File: src/rtl/alu_arbiter.sv
// Round-robin arbiter/sequencer sharing one combinational ALU between two
// valid/ready requesters: IDLE grants, EXEC drives registered operands, RESP holds the result.
module alu_arbiter #(
    parameter int BIT_WIDTH   = 32,
    parameter int INSTR_WIDTH = 32
) (
    input  logic                   clk,
    input  logic                   rst,
    input  logic [1:0]             req_valid,
    output logic [1:0]             req_ready,
    input  logic [INSTR_WIDTH-1:0] req0_instr,
    input  logic [BIT_WIDTH-1:0]   req0_a,
    input  logic [BIT_WIDTH-1:0]   req0_b,
    input  logic [INSTR_WIDTH-1:0] req1_instr,
    input  logic [BIT_WIDTH-1:0]   req1_a,
    input  logic [BIT_WIDTH-1:0]   req1_b,
    output logic [1:0]             resp_valid,
    input  logic [1:0]             resp_ready,
    output logic [BIT_WIDTH-1:0]   resp_data,
    output logic [INSTR_WIDTH-1:0] alu_instr,
    output logic [BIT_WIDTH-1:0]   alu_a,
    output logic [BIT_WIDTH-1:0]   alu_b,
    input  logic [BIT_WIDTH-1:0]   alu_c,
    output logic                   busy
);

    typedef enum logic [1:0] {
        IDLE,
        EXEC,
        RESP
    } state_t;

    state_t                 state;
    logic                   owner;
    logic                   last_grant;
    logic [INSTR_WIDTH-1:0] instr_q;
    logic [BIT_WIDTH-1:0]   a_q;
    logic [BIT_WIDTH-1:0]   b_q;
    logic [BIT_WIDTH-1:0]   result_q;
    logic [1:0]             grant;

    // On a tie the requester that did not win last time gets the grant.
    always_comb begin
        grant = 2'b00;
        if (state == IDLE) begin
            case (req_valid)
                2'b01:   grant = 2'b01;
                2'b10:   grant = 2'b10;
                2'b11:   grant = last_grant ? 2'b01 : 2'b10;
                default: grant = 2'b00;
            endcase
        end
    end

    always_ff @(posedge clk) begin
        if (rst) begin
            state      <= IDLE;
            owner      <= 1'b0;
            last_grant <= 1'b1;
            instr_q    <= '0;
            a_q        <= '0;
            b_q        <= '0;
            result_q   <= '0;
        end else begin
            case (state)
                IDLE: begin
                    if (grant[0]) begin
                        instr_q    <= req0_instr;
                        a_q        <= req0_a;
                        b_q        <= req0_b;
                        owner      <= 1'b0;
                        last_grant <= 1'b0;
                        state      <= EXEC;
                    end else if (grant[1]) begin
                        instr_q    <= req1_instr;
                        a_q        <= req1_a;
                        b_q        <= req1_b;
                        owner      <= 1'b1;
                        last_grant <= 1'b1;
                        state      <= EXEC;
                    end
                end
                EXEC: begin
                    result_q <= alu_c;
                    state    <= RESP;
                end
                RESP: begin
                    if (resp_ready[owner]) begin
                        state <= IDLE;
                    end
                end
                default: state <= IDLE;
            endcase
        end
    end

    assign req_ready  = grant;
    assign resp_valid = (state == RESP) ? (owner ? 2'b10 : 2'b01) : 2'b00;
    assign resp_data  = result_q;
    assign alu_instr  = instr_q;
    assign alu_a      = a_q;
    assign alu_b      = b_q;
    assign busy       = (state != IDLE);

endmodule

File: config.mk
export PLATFORM = sky130hd
export DESIGN_NAME = alu_arbiter
export DESIGN_NICKNAME = d
export VERILOG_FILES = /design/src/rtl/alu_arbiter.sv
export SDC_FILE = /design/constraint.sdc
export NUM_CORES = 1
export LEC_CHECK = 0
export BUFFER_PORTS_ARGS = -buffer_cell sky130_fd_sc_hd__buf_2
export CAP_MARGIN = 20
export CORE_AREA = 3 3 139 141
export DETAILED_ROUTE_END_ITERATION = 10
export DIE_AREA = 0 0 142 144
export GPL_ROUTABILITY_DRIVEN = 0
export PLACE_DENSITY_LB_ADDON = 0.25
export SETUP_SLACK_MARGIN = 0.15
export SLEW_MARGIN = 20
export SYNTH_ARGS = -nofsm -noshare
export SYNTH_HDL_FRONTEND = slang
export SYNTH_SLANG_ARGS = --single-unit
export TNS_END_PERCENT = 20
File: constraint.sdc
create_clock -name clk -period 4.8 [get_ports clk]
set_input_delay 0.72 -clock clk [delete_from_list [all_inputs] [get_ports clk]]
set_output_delay 0.72 -clock clk [all_outputs]
set_load 0.005 [all_outputs]
; ---- Word-level counts from Yosys, hierarchy flattened
; Index checks and enable logic that the tools add are counted.
[totals]
wordCells = 39
register_bits = 132
out_inout_bits = 133
romBits = 0
latch_bits = 0
ram_bits = 0
n_memories = 0
[classes]
multipliers = 0
shifts = 0
n_div = 0
add_sub_neg = 0
reduce_logical = 5
n_eq_ne = 7
n_lt_le_gt_ge = 1
bitwise = 0
muxes = 19
[ops]
columns = op, n
row1 = $mux W32, 6
row2 = $mux W2, 7
row3 = $pmux W2 S3, 2
row4 = $eq A2 B2 Y1 const B, 3
row5 = $eq A2 B1 Y1 const B, 2
row6 = $mux W1, 4
row7 = $reduce_and A2 Y1, 2
row8 = $reduce_bool A2 Y1, 2
row9 = $ne A3 B3 Y1 const B, 1
row10 = $logic_not A2 Y1, 1
row11 = $lt A1 B2 Y1 const B, 1
row12 = $ne A2 B2 Y1 const B, 1

; ---- Depth between registers and ports, before layout
; Gate-level depths: netlist of the first run.
[logic_depth]
depth_word = 6
mapped_depth = 7
mapped_depth_nobuf = 3

; ---- Worst setup path before layout of the first run
; OpenSTA, ideal clock, no wires.
[synth_timing]
path_kind = input to output
start = input port req_valid[0]
end = output port req_ready[0]
n_path_buf = 3
stages = 5
path_slack_ns = 2.521
t_arrival_ns = 1.559
t_required_ns = 4.080
cell_sequence = or3b_1 > buf_6 > buf_6 > buf_6 > nor2_1
[synth_via]
elab_chain_len = 3
[synth_rtl]
columns = item, line_no
row1 = from (decl), 9  ; input logic [1:0] req_valid,
row2 = $eq A2 B2 Y1 / $eq A2 B1 Y1 (equally long branches), 46  ; case (req_valid)
row3 = $pmux W2 S3 *, 46
row4 = $mux W2 *, 45  ; if (state == IDLE) begin
row5 = to (decl), 10  ; output logic [1:0] req_ready,
; Mark *: on every way between the ends. The rest lies on a longest branch, timed or not.

; ---- Worst setup path after layout of the first run
[layout_timing]
start = register state[1]
end = output port req_ready[0]
[layout_via]
elab_chain_len = 2
[layout_rtl]
columns = item, line_no
row1 = from (decl), 33  ; state_t state;
row2 = from (signal assigned), 57  ; state <= IDLE;
row3 = from (signal assigned), 73  ; state <= EXEC;
row4 = from (signal assigned), 80  ; state <= EXEC;
row5 = $logic_not A2 Y1, 45
row6 = $mux W2, 45
; Every way passes these cells.

==> run metrics, run 1 <==
outcome=complete, no violations; overall global routing resource usage=0.214; CTS max path bufs=2; Reg area=around 2600 um2; part of the Yosys area used for sequential elements=0.443; placed wire-length estimate=about 16,000 um; Avg WL per Cell=18.6 um; clock slew at reported path FFs=about 60 ps; power share of the clock group=0.400; Synth top area share=0.443; crit path to=req_ready[0]; Post-synth top flop=dfxtp_1; antenna violations before repair=3; final hold vios=0; clock root cell=clkbuf_16; WP data required=about 4100 ps; PwrDens=roughly 400 nW/um2; Worst setup EP type=primary output; Mapped Nets=between 900 and 1,000; die width=about 140 um; FF-to-FF Start=state[1]; pin slew with the least headroom to its limit=about 1200 ps; Worst EP arrival=roughly 1900 ps; Top Ports=approximately 360; Clock Latency Late Sink=roughly 400 ps; commonest cells in the netlist=dfxtp_1 (132), a21oi_1 (130), a311oi_1 (96), nand3_1 (96), o21ai_0 (95); Final setup viols=0; hold_buf cts=0; drt initial violations=~430; Slew headroom=0.232; CP Max Fanout=between 40 and 50; Avg Inst Size Synth=just over 8 um2; worst path cell trace=or3b_4, nor2_1, buf_2; min cycle time layout=~2600 ps; post-route ant nets=0; Crit. Startpoint=state[1]; CP startpoint kind=register; worst r2r dst=alu_instr[0]; Cell Rows=between 40 and 50; synth unique cells=28; setup TNS=0 ps; Die Footprint=20,400 um2; footprint of the multi-input gates=between 2000 and 3000 um2; CTS Sinks=~130; CTS tree=yes; vias after detailed routing=approximately 7,000; fin crit share=0.543; area leader, netlist=dfxtp_1; Fmax achieved=roughly 380 MHz; r2r worst-path depth=4; WHS=450 ps; Num CTS Buffers=17; most numerous cell in the Yosys netlist=dfxtp_1; vias in the first global route=~6,400; core area=18,100 um2; Yosys reg bits=~130; pins over their slew limit=0; total power=3.36 mW; Max-Cap Viols=0; critical path's slowest cell=or3b_4; RSZ-0062 raised after global routing=false; Post-Route WL=23,700 um; CP max stage delay=between 600 and 700 ps; Peak VDD IR=roughly 0.24 mV; Initial DRT Pass Iterations=5; post-layout util=0.460; post-DR vias/cell=roughly 5.5; post-synthesis cell count=approximately 740; critical path class=register to primary output; CTS H-tree depth=4; post-route DRC violation count=0; Int Power=approximately 2.4 mW; area delta synth->final=39.4%; Post-Layout Cell Count=1,274; Post-CTS Setup Bufs=0; layout net count=1,259; post-route cell area=8320 um2; cell count after placement=roughly 1,200; asr flop ratio synth=0; sequential power share=0.386; Placement Setup Slack=roughly 2000 ps; first-pass GRT wire length=between 30,000 and 40,000 um; Post-DP Area=about 7700 um2; fillers=about 1,900; Yosys warnings=0; Initial Util=0.330; share of post-route cells with drive strength above 1=0.398; cts repair resizes=0; PnR worst setup slack=~2200 ps; combinational group share of total power=0.214; Mapped Area=about 6000 um2; sw power=approximately 1 mW; chip height=between 100 and 150 um; PortBufs=roughly 360; Clock Skews=just over 7 ps; Worst Hold Class=register to register; top cells by area, synth=dfxtp_1 (44%), a311oi_1 (14%), a21oi_1 (11%); Sw Share=0.301; Leak Pwr=around 3.7 nW; grt total ovfl=0; largest net degree at the start of global routing=between 90 and 100; reg2reg setup slack=~2500 ps; EDFF count, synth=0
==> sequential cells by signal (all words and copies together) (netlist names) <==
name        flops
alu_a          32
alu_b          32
owner           1
alu_instr      32
last_grant      1
state           2
resp_data      32
==> cell usage in the layout, fill, tap and decap left out, drive strengths merged, types with 3 or more instances in the layout <==
cell type,netlist,final
clkinv,0,7
dfxtp,132,132
nor2,4,4
inv,1,4
o21ai,96,96
nand2,65,65
a21oi,130,130
buf,23,374
clkbuf,76,17
bufinv,0,3
nand3,96,96
diode,0,3
a311oi,96,96
==> how the worst min path moves through the flow <==
stage,start,endpoint,slack (ps),cells after the start
finish,resp_data[31],resp_data[31],450,2
detailed placement,resp_data[21],resp_data[21],440,2
global placement,resp_data[13],resp_data[13],440,2
CTS,resp_data[21],resp_data[21],450,2
floorplan,resp_data[0],resp_data[0],450,2
global route,resp_data[7],resp_data[7],470,2
==> logic make-up (layout without fill, tap and decap cells) <==
| group | after synthesis | after routing | share of synthesized area |
|---|---|---|---|
| AO/OA/AOI/OAI | 324 | 324 | 0.333 |
| buffers and inverters | 100 | 407 | 0.0798 |
| flip-flops | 132 | 132 | 0.443 |
| multiplexers | 1 | 1 | 0.00168 |
| other | 0 | 3 | 0 |
| AND/OR/NAND/NOR | 178 | 178 | 0.143 |
==> power by group through the flow <==
| stage | logic (mW) | registers [mW] | clock network, mW |
|---|---|---|---|
| after CTS | 0.727 | 1.30 | 1.37 |
| after global placement | 0.728 | 1.32 | 0 |
| final | 0.720 | 1.30 | 1.35 |
| after floorplan | 0.406 | 1.32 | 0 |
| after global routing | 0.797 | 1.31 | 1.43 |
| after detailed placement | 0.728 | 1.32 | 0 |
==> worst max-delay path, delay by kind of cell, from the launching register on <==
kind	cells	cell delay [ps]
and+or+nand+nor	2	900
DFF	1	430
buffers and inverters	1	150
==> final cells by class <==
cell class | count | share of cell area
multi-input combinational | 503 | 0.345
sequential | 132 | 0.318
inverter | 1 | 0.000451
antenna | 3 | 0.000902
clock inverter | 15 | 0.0217
tap | 229 | 0.0344
timing repair buffer | 374 | 0.229
clock buffer | 17 | 0.0511
==> layer usage <==
layer / track usage / share of wire / wire length, um / up-vias
li1: - / - / - / 3347
met5: 0 / 0.00089 / 21 / -
met3: 0.0665 / 0.092 / 2180 / 50
met4: 0.0955 / 0.032 / 769 / 4
met1: 0.272 / 0.40 / 9540 / 3253
met2: 0.336 / 0.47 / 11200 / 359
Power figures use the tool's default switching activity.
==> run 2, diff against run 1 <==
==> constraint.sdc (replaced) <==
create_clock -name clk -period 2.32 [get_ports clk]
set_input_delay 0.348 -clock clk [delete_from_list [all_inputs] [get_ports clk]]
set_output_delay 0.348 -clock clk [all_outputs]
set_load 0.005 [all_outputs]
==> run 2 against run 1 <==
Clock skew up 5.8 ps; wire length increased by 0.91%; register-to-register slack got worse by 2200 ps; utilization rose by 0.93 points; critical endpoint unchanged; largest power group unchanged.
==> run metrics, run 2 (synthesized netlist as in run 1, its figures left out) <==
outcome=complete, no violations; CTS tree=yes; share of post-route cells with drive strength above 1=0.402 (+0.00402); FF-to-FF Start=state[1]; post-route DRC violation count=0 (unchanged); CTS Sinks=132 (unchanged); Crit. Startpoint=state[0]; antenna violations before repair=1 (-2); CTS max path bufs=2 (unchanged); Post-Route WL=23,900 um (+0.91%); Post-DP Area=7880 um2 (+2.2%); WP data required=1970 ps (-2110 ps); Top Ports=363 (unchanged); clock root cell=clkbuf_16; worst path cell trace=or3b_4, nor2_1, buf_2; Post-Layout Cell Count=1,280 (+0.47%); Slew headroom=0.213 (-0.0190); post-DR vias/cell=5.43 (-1.3%); GRT Max-Usage Layer=met2; Clock Skews=13.0 ps (+5.83 ps); core area=18,100 um2 (unchanged); hold depth=3 (+1); cell count after placement=1,245 (+0.48%); r2r worst-path depth=3 (-1); critical path class=register to primary output; Fmax achieved=between 400 and 500 MHz; first-pass GRT wire length=35,300 um (+0.39%); grt total ovfl=0 (unchanged); fin crit share=0.878; Die Footprint=20,400 um2 (unchanged); delay-heaviest family, CP=simple AND/OR/NAND/NOR gates; layout net count=1,266 (+0.56%); cts repair resizes=0 (unchanged); Cell Rows=49 (unchanged); min cycle time layout=2040 ps; chip height=144 um (unchanged); critical path depth in cells=3 (unchanged); die width=142 um (unchanged); Initial DRT Pass Iterations=5 (unchanged); RSZ-0062 raised after global routing=false; pin slew with the least headroom to its limit=1180 ps (+28.5 ps); Worst setup EP type=primary output; overall global routing resource usage=0.214 (-0.000383); Clock Latency Late Sink=420 ps (about the same); largest net degree at the start of global routing=99 (+1.0%); CTS H-tree depth=4 (unchanged); vias after detailed routing=6,956 (-0.81%); post-route ant nets=0 (unchanged); Placement Setup Slack=326 ps (-1660 ps); CP max stage delay=590 ps (-80 ps); area delta synth->final=42.2%; most frequent cells in the layout=buf_2 (361), dfxtp_1 (132), a21oi_1 (130); Initial Util=0.330 (unchanged); met2 Use GR=0.338 (+0.00174); PwrDens=824 nW/um2 (+100%); routing usage on met1=0.278 (+0.00576); Max-Cap Viols=0 (unchanged); Post-CTS Setup Bufs=0 (unchanged); CP Max Fanout=13 (-70%); Worst Hold Class=primary input to register; drt initial violations=489 (+13%); vias in the first global route=6,419 (-0.33%); placed wire-length estimate=15,500 um (-0.18%); PortBufs=362 (unchanged); Worst EP arrival=1690 ps (-200 ps); Avg WL per Cell=18.7 um (+0.44%); Leak Pwr=3.74 nW (+1.7%); Peak VDD IR=0.545 mV (+130%); final hold vios=0 (unchanged); critical path's slowest cell=or3b_4; start point of the worst hold path=alu_c[25]; Num CTS Buffers=17 (unchanged); post-route cell area=8490 um2 (+2.0%); clock slew at reported path FFs=60 ps (about the same); CP Buf/Inv Count=1 (unchanged); CP startpoint kind=register; setup TNS=0 ps (unchanged); PnR worst setup slack=283 ps (-1910 ps); pins over their slew limit=0 (unchanged); GRT met3 Usage=0.0642 (-0.00231); leading cell type in the layout, fill and taps excluded=buf_2; Final setup viols=0 (unchanged)
## run 2: cell types whose count changed in the layout (fill, tap and decap cells not counted)
cell / change
inv_8: +2
clkinv_4: -3
inv_6: +2
diode_2: -1
or3b_2: +1
buf_12: +10
bufinv_16: -1
buf_4: -4
clkinv_2: -3
clkinvlp_4: +3
## run 2: final timing paths
check,end,slack (ps)
min,resp_data[25],160
max,req_ready[0],280
min reg2reg,resp_data[19],450
max reg2reg,alu_b[31],290
## run 2: worst min-delay path: cells and delay by family
| family | cells | cell delay [ps] |
|---|---|---|
| buf+inv | 1 | 90 |
| compound gates | 1 | 50 |
| simple gates | 1 | 40 |
## run 2: through the flow
stage / hold WS [ps] / utilization / total power [mW]
final: 161 / 0.469 / 7.00
after global routing: 150 / 0.469 / 7.36
after CTS: 143 / 0.469 / 7.07
after detailed placement: 444 / 0.436 / 4.29
after global placement: 440 / 0.436 / 4.28
after floorplan: 453 / - / 3.57
## run 2: area by class of cell
type                       instances  area [um2]
fill                            1800        9600
clock buffer                      17         425
multi-input combinational        504        2880
clock inverter                    15         171
sequential                       132        2640
timing repair buffer             380        2070
antenna                            2        5.00
tap                              229         287
inverter                           1        3.75
## run 2: metal layers
layer	share of wire	wire (um)	vias up
met5	0.00054	13	-
met4	0.024	583	2
met3	0.080	1930	42
met2	0.48	11500	319
met1	0.41	9880	3228
li1	-	-	3365
## run 2: power by group
group | total [mW] | switching, mW | internal (mW)
logic | 1.55 | 0.876 | 0.677
registers | 2.68 | 0.148 | 2.53
clock network | 2.76 | 1.14 | 1.62
total | 7.00 | 2.17 | 4.83
## run 2: what timing repair did
action	in CTS	in global routing
hold buffers	0	0
endpoints found under the hold margin	0	0
setup endpoints to repair	0	1
==> run 3, diff against run 2 <==
--- a/config.mk
+++ b/config.mk
@@ -8,10 +8,12 @@
 export BUFFER_PORTS_ARGS = -buffer_cell sky130_fd_sc_hd__buf_2
 export CAP_MARGIN = 20
 export CORE_AREA = 3 3 139 141
+export CTS_BUF_LIST = sky130_fd_sc_hd__clkbuf_8
 export DETAILED_ROUTE_END_ITERATION = 10
 export DIE_AREA = 0 0 142 144
 export GPL_ROUTABILITY_DRIVEN = 0
 export PLACE_DENSITY_LB_ADDON = 0.25
+export REMOVE_ABC_BUFFERS = 1
 export SETUP_SLACK_MARGIN = 0.15
 export SLEW_MARGIN = 20
 export SYNTH_ARGS = -nofsm -noshare
==> run 3 against run 2 <==
Hold slack got worse by 23 ps; critical path depth increased by 1; clock skew fell by 3.0 ps; sequential share of layout area grew 0.44 points; final area decreased by 1.3%; sequential power about the same; highest routed layer unchanged.
==> run metrics, run 3 (synthesized netlist as in run 1, its figures left out) <==
WP data required=1970 ps (about the same); post-route DRC violation count=0 (unchanged); pins over their slew limit=0 (unchanged); min cycle time layout=2080 ps (+46.9 ps); pin slew with the least headroom to its limit=539 ps (-642 ps); worst r2r dst=alu_instr[11]; CP max stage delay=480 ps (-110 ps); CTS tree=yes; post-DR vias/cell=5.50 (+1.2%); CP Max Fanout=6 (-7); worst path cell trace=buf_4, or3b_2, a21oi_1, buf_2; PnR worst setup slack=236 ps (-46.9 ps); outcome=complete, no violations; PwrDens=781 nW/um2 (-5.3%); Max-Cap Viols=0 (unchanged); critical path class=register to primary output; Avg WL per Cell=19.4 um (+3.9%); Clock Latency Late Sink=440 ps (+20 ps); first-pass GRT wire length=36,600 um (+3.7%); reg2reg setup slack=350 ps (+60 ps); setup TNS=0 ps (unchanged); Post-Layout Cell Count=1,284 (+0.31%); FF-to-FF Start=state[1]; Clock Skews=10.0 ps (-2.97 ps); leading cell type in the layout, fill and taps excluded=buf_2; final hold vios=0 (unchanged); Peak VDD IR=0.376 mV (-31%); Endpoint, Worst Hold=resp_data[28]; Num CTS Buffers=17 (unchanged); Worst Hold Class=primary input to register; critical path's slowest cell=or3b_2; RSZ-0062 raised after global routing=false; PortBufs=362 (unchanged); post-route ant nets=0 (unchanged); clock slew at reported path FFs=80 ps (+20 ps); layout net count=1,267 (+0.079%); area delta synth->final=40.4%; Die Footprint=20,400 um2 (unchanged); hold depth=3 (unchanged); grt total ovfl=0 (unchanged); largest net degree at the start of global routing=99 (unchanged); Worst setup EP type=primary output; Final setup viols=0 (unchanged); Slew headroom=0.641 (+0.428); share of post-route cells with drive strength above 1=0.402 (about the same); vias in the first global route=6,591 (+2.7%); Leak Pwr=3.70 nW (-1.0%); die width=142 um (unchanged); Initial DRT Pass Iterations=5 (unchanged); cell count after placement=1,243 (-0.16%); clock root cell=clkbuf_8; start point of the worst hold path=alu_c[28]; chip height=144 um (unchanged); Post-Route WL=24,900 um (+4.2%); placed wire-length estimate=15,900 um (+2.1%); core area=18,100 um2 (unchanged); antenna violations before repair=4 (+3); drt initial violations=390 (-20%); CTS Sinks=132 (unchanged); CP startpoint kind=register; CTS max path bufs=2 (unchanged); Worst EP arrival=1740 ps (+50 ps); Top Ports=363 (unchanged); Placement Setup Slack=492 ps (+167 ps); post-layout util=0.463 (-0.00588); most frequent cells in the layout=buf_2 (361), dfxtp_1 (131), a21oi_1 (130); Initial Util=0.330 (unchanged); CTS H-tree depth=4 (unchanged); Cell Rows=49 (unchanged); Fmax achieved=480 MHz (-2.2%); overall global routing resource usage=0.223 (+0.00888); vias after detailed routing=7,064 (+1.6%); fin crit share=0.898 (+0.0202); hold_buf cts=0 (unchanged); r2r worst-path depth=5 (+2)
## run 3: cell count changes in the layout (fill, tap and decap cells not counted), moves of 2 or more
cell	previous run	this run
inv_8	3	0
diode_2	2	5
inv_1	1	3
buf_6	0	2
clkbuf_8	0	18
clkinv_4	0	3
inv_6	4	0
bufinv_16	2	5
clkbuf_16	17	1
clkinvlp_4	5	3
## run 3: final cells by class
| type | count | area (um2) |
|---|---|---|
| flip-flops and latches | 132 | 2650 |
| clock inverters | 14 | 211 |
| diodes | 5 | 12.5 |
| repair buffers | 381 | 2090 |
| fillers | 1887 | 9700 |
| multi-input cells | 504 | 2880 |
| clock buffers | 18 | 248 |
| well taps | 229 | 287 |
| inverters | 1 | 3.75 |
## run 3: worst max path at each step
| stage | start | slack, ps | end | cells past startpoint |
|---|---|---|---|---|
| CTS | state[1] | 140 | req_ready[1] | 4 |
| global placement | req_valid[0] | 480 | req_ready[0] | 5 |
| detailed placement | req_valid[0] | 490 | req_ready[0] | 5 |
| global route | state[1] | 150 | req_ready[1] | 4 |
| finish | state[1] | 240 | req_ready[1] | 4 |
| floorplan | req_valid[0] | -1830 | alu_instr[8] | 3 |
## run 3: metrics by stage
step | hold WS (ps) | instance area, um2 | total power [mW]
after floorplan | 417 | 5500 | 3.44
after global placement | 440 | 7860 | 4.28
after detailed placement | 444 | 7860 | 4.28
after CTS | 105 | 8340 | 6.56
after global routing | 103 | 8380 | 6.90
final | 139 | 8380 | 6.54
## run 3: metal layers
| layer | wire, um | share of wire | track usage |
|---|---|---|---|
| met1 | 9900 | 0.40 | 0.276 |
| met2 | 12200 | 0.49 | 0.364 |
| met3 | 2390 | 0.096 | 0.0813 |
| met4 | 422 | 0.017 | 0.0667 |
| met5 | 7 | 0.00028 | 0 |
## run 3: worst max-delay path: cells and delay by family, from the launching register on
family,cells,cell delay (ps)
buffers and inverters,2,290
AO/OA/AOI/OAI,1,140
AND/OR/NAND/NOR,1,480
flip-flops,1,380
## run 3: where the power goes
part | total (mW) | leakage [nW] | internal, mW | switching (mW)
Sequential | 2.67 | 1.09 | 2.53 | 0.141
Combinational | 1.60 | 2.38 | 0.688 | 0.913
Clock | 2.27 | 0.227 | 1.30 | 0.966
## run 3: repair_timing
action                     CTS  global route
pin swaps                    1             0
setup endpoints to repair    1             3
resized for setup            0             4
gates cloned                 1             2
setup buffers                1             0
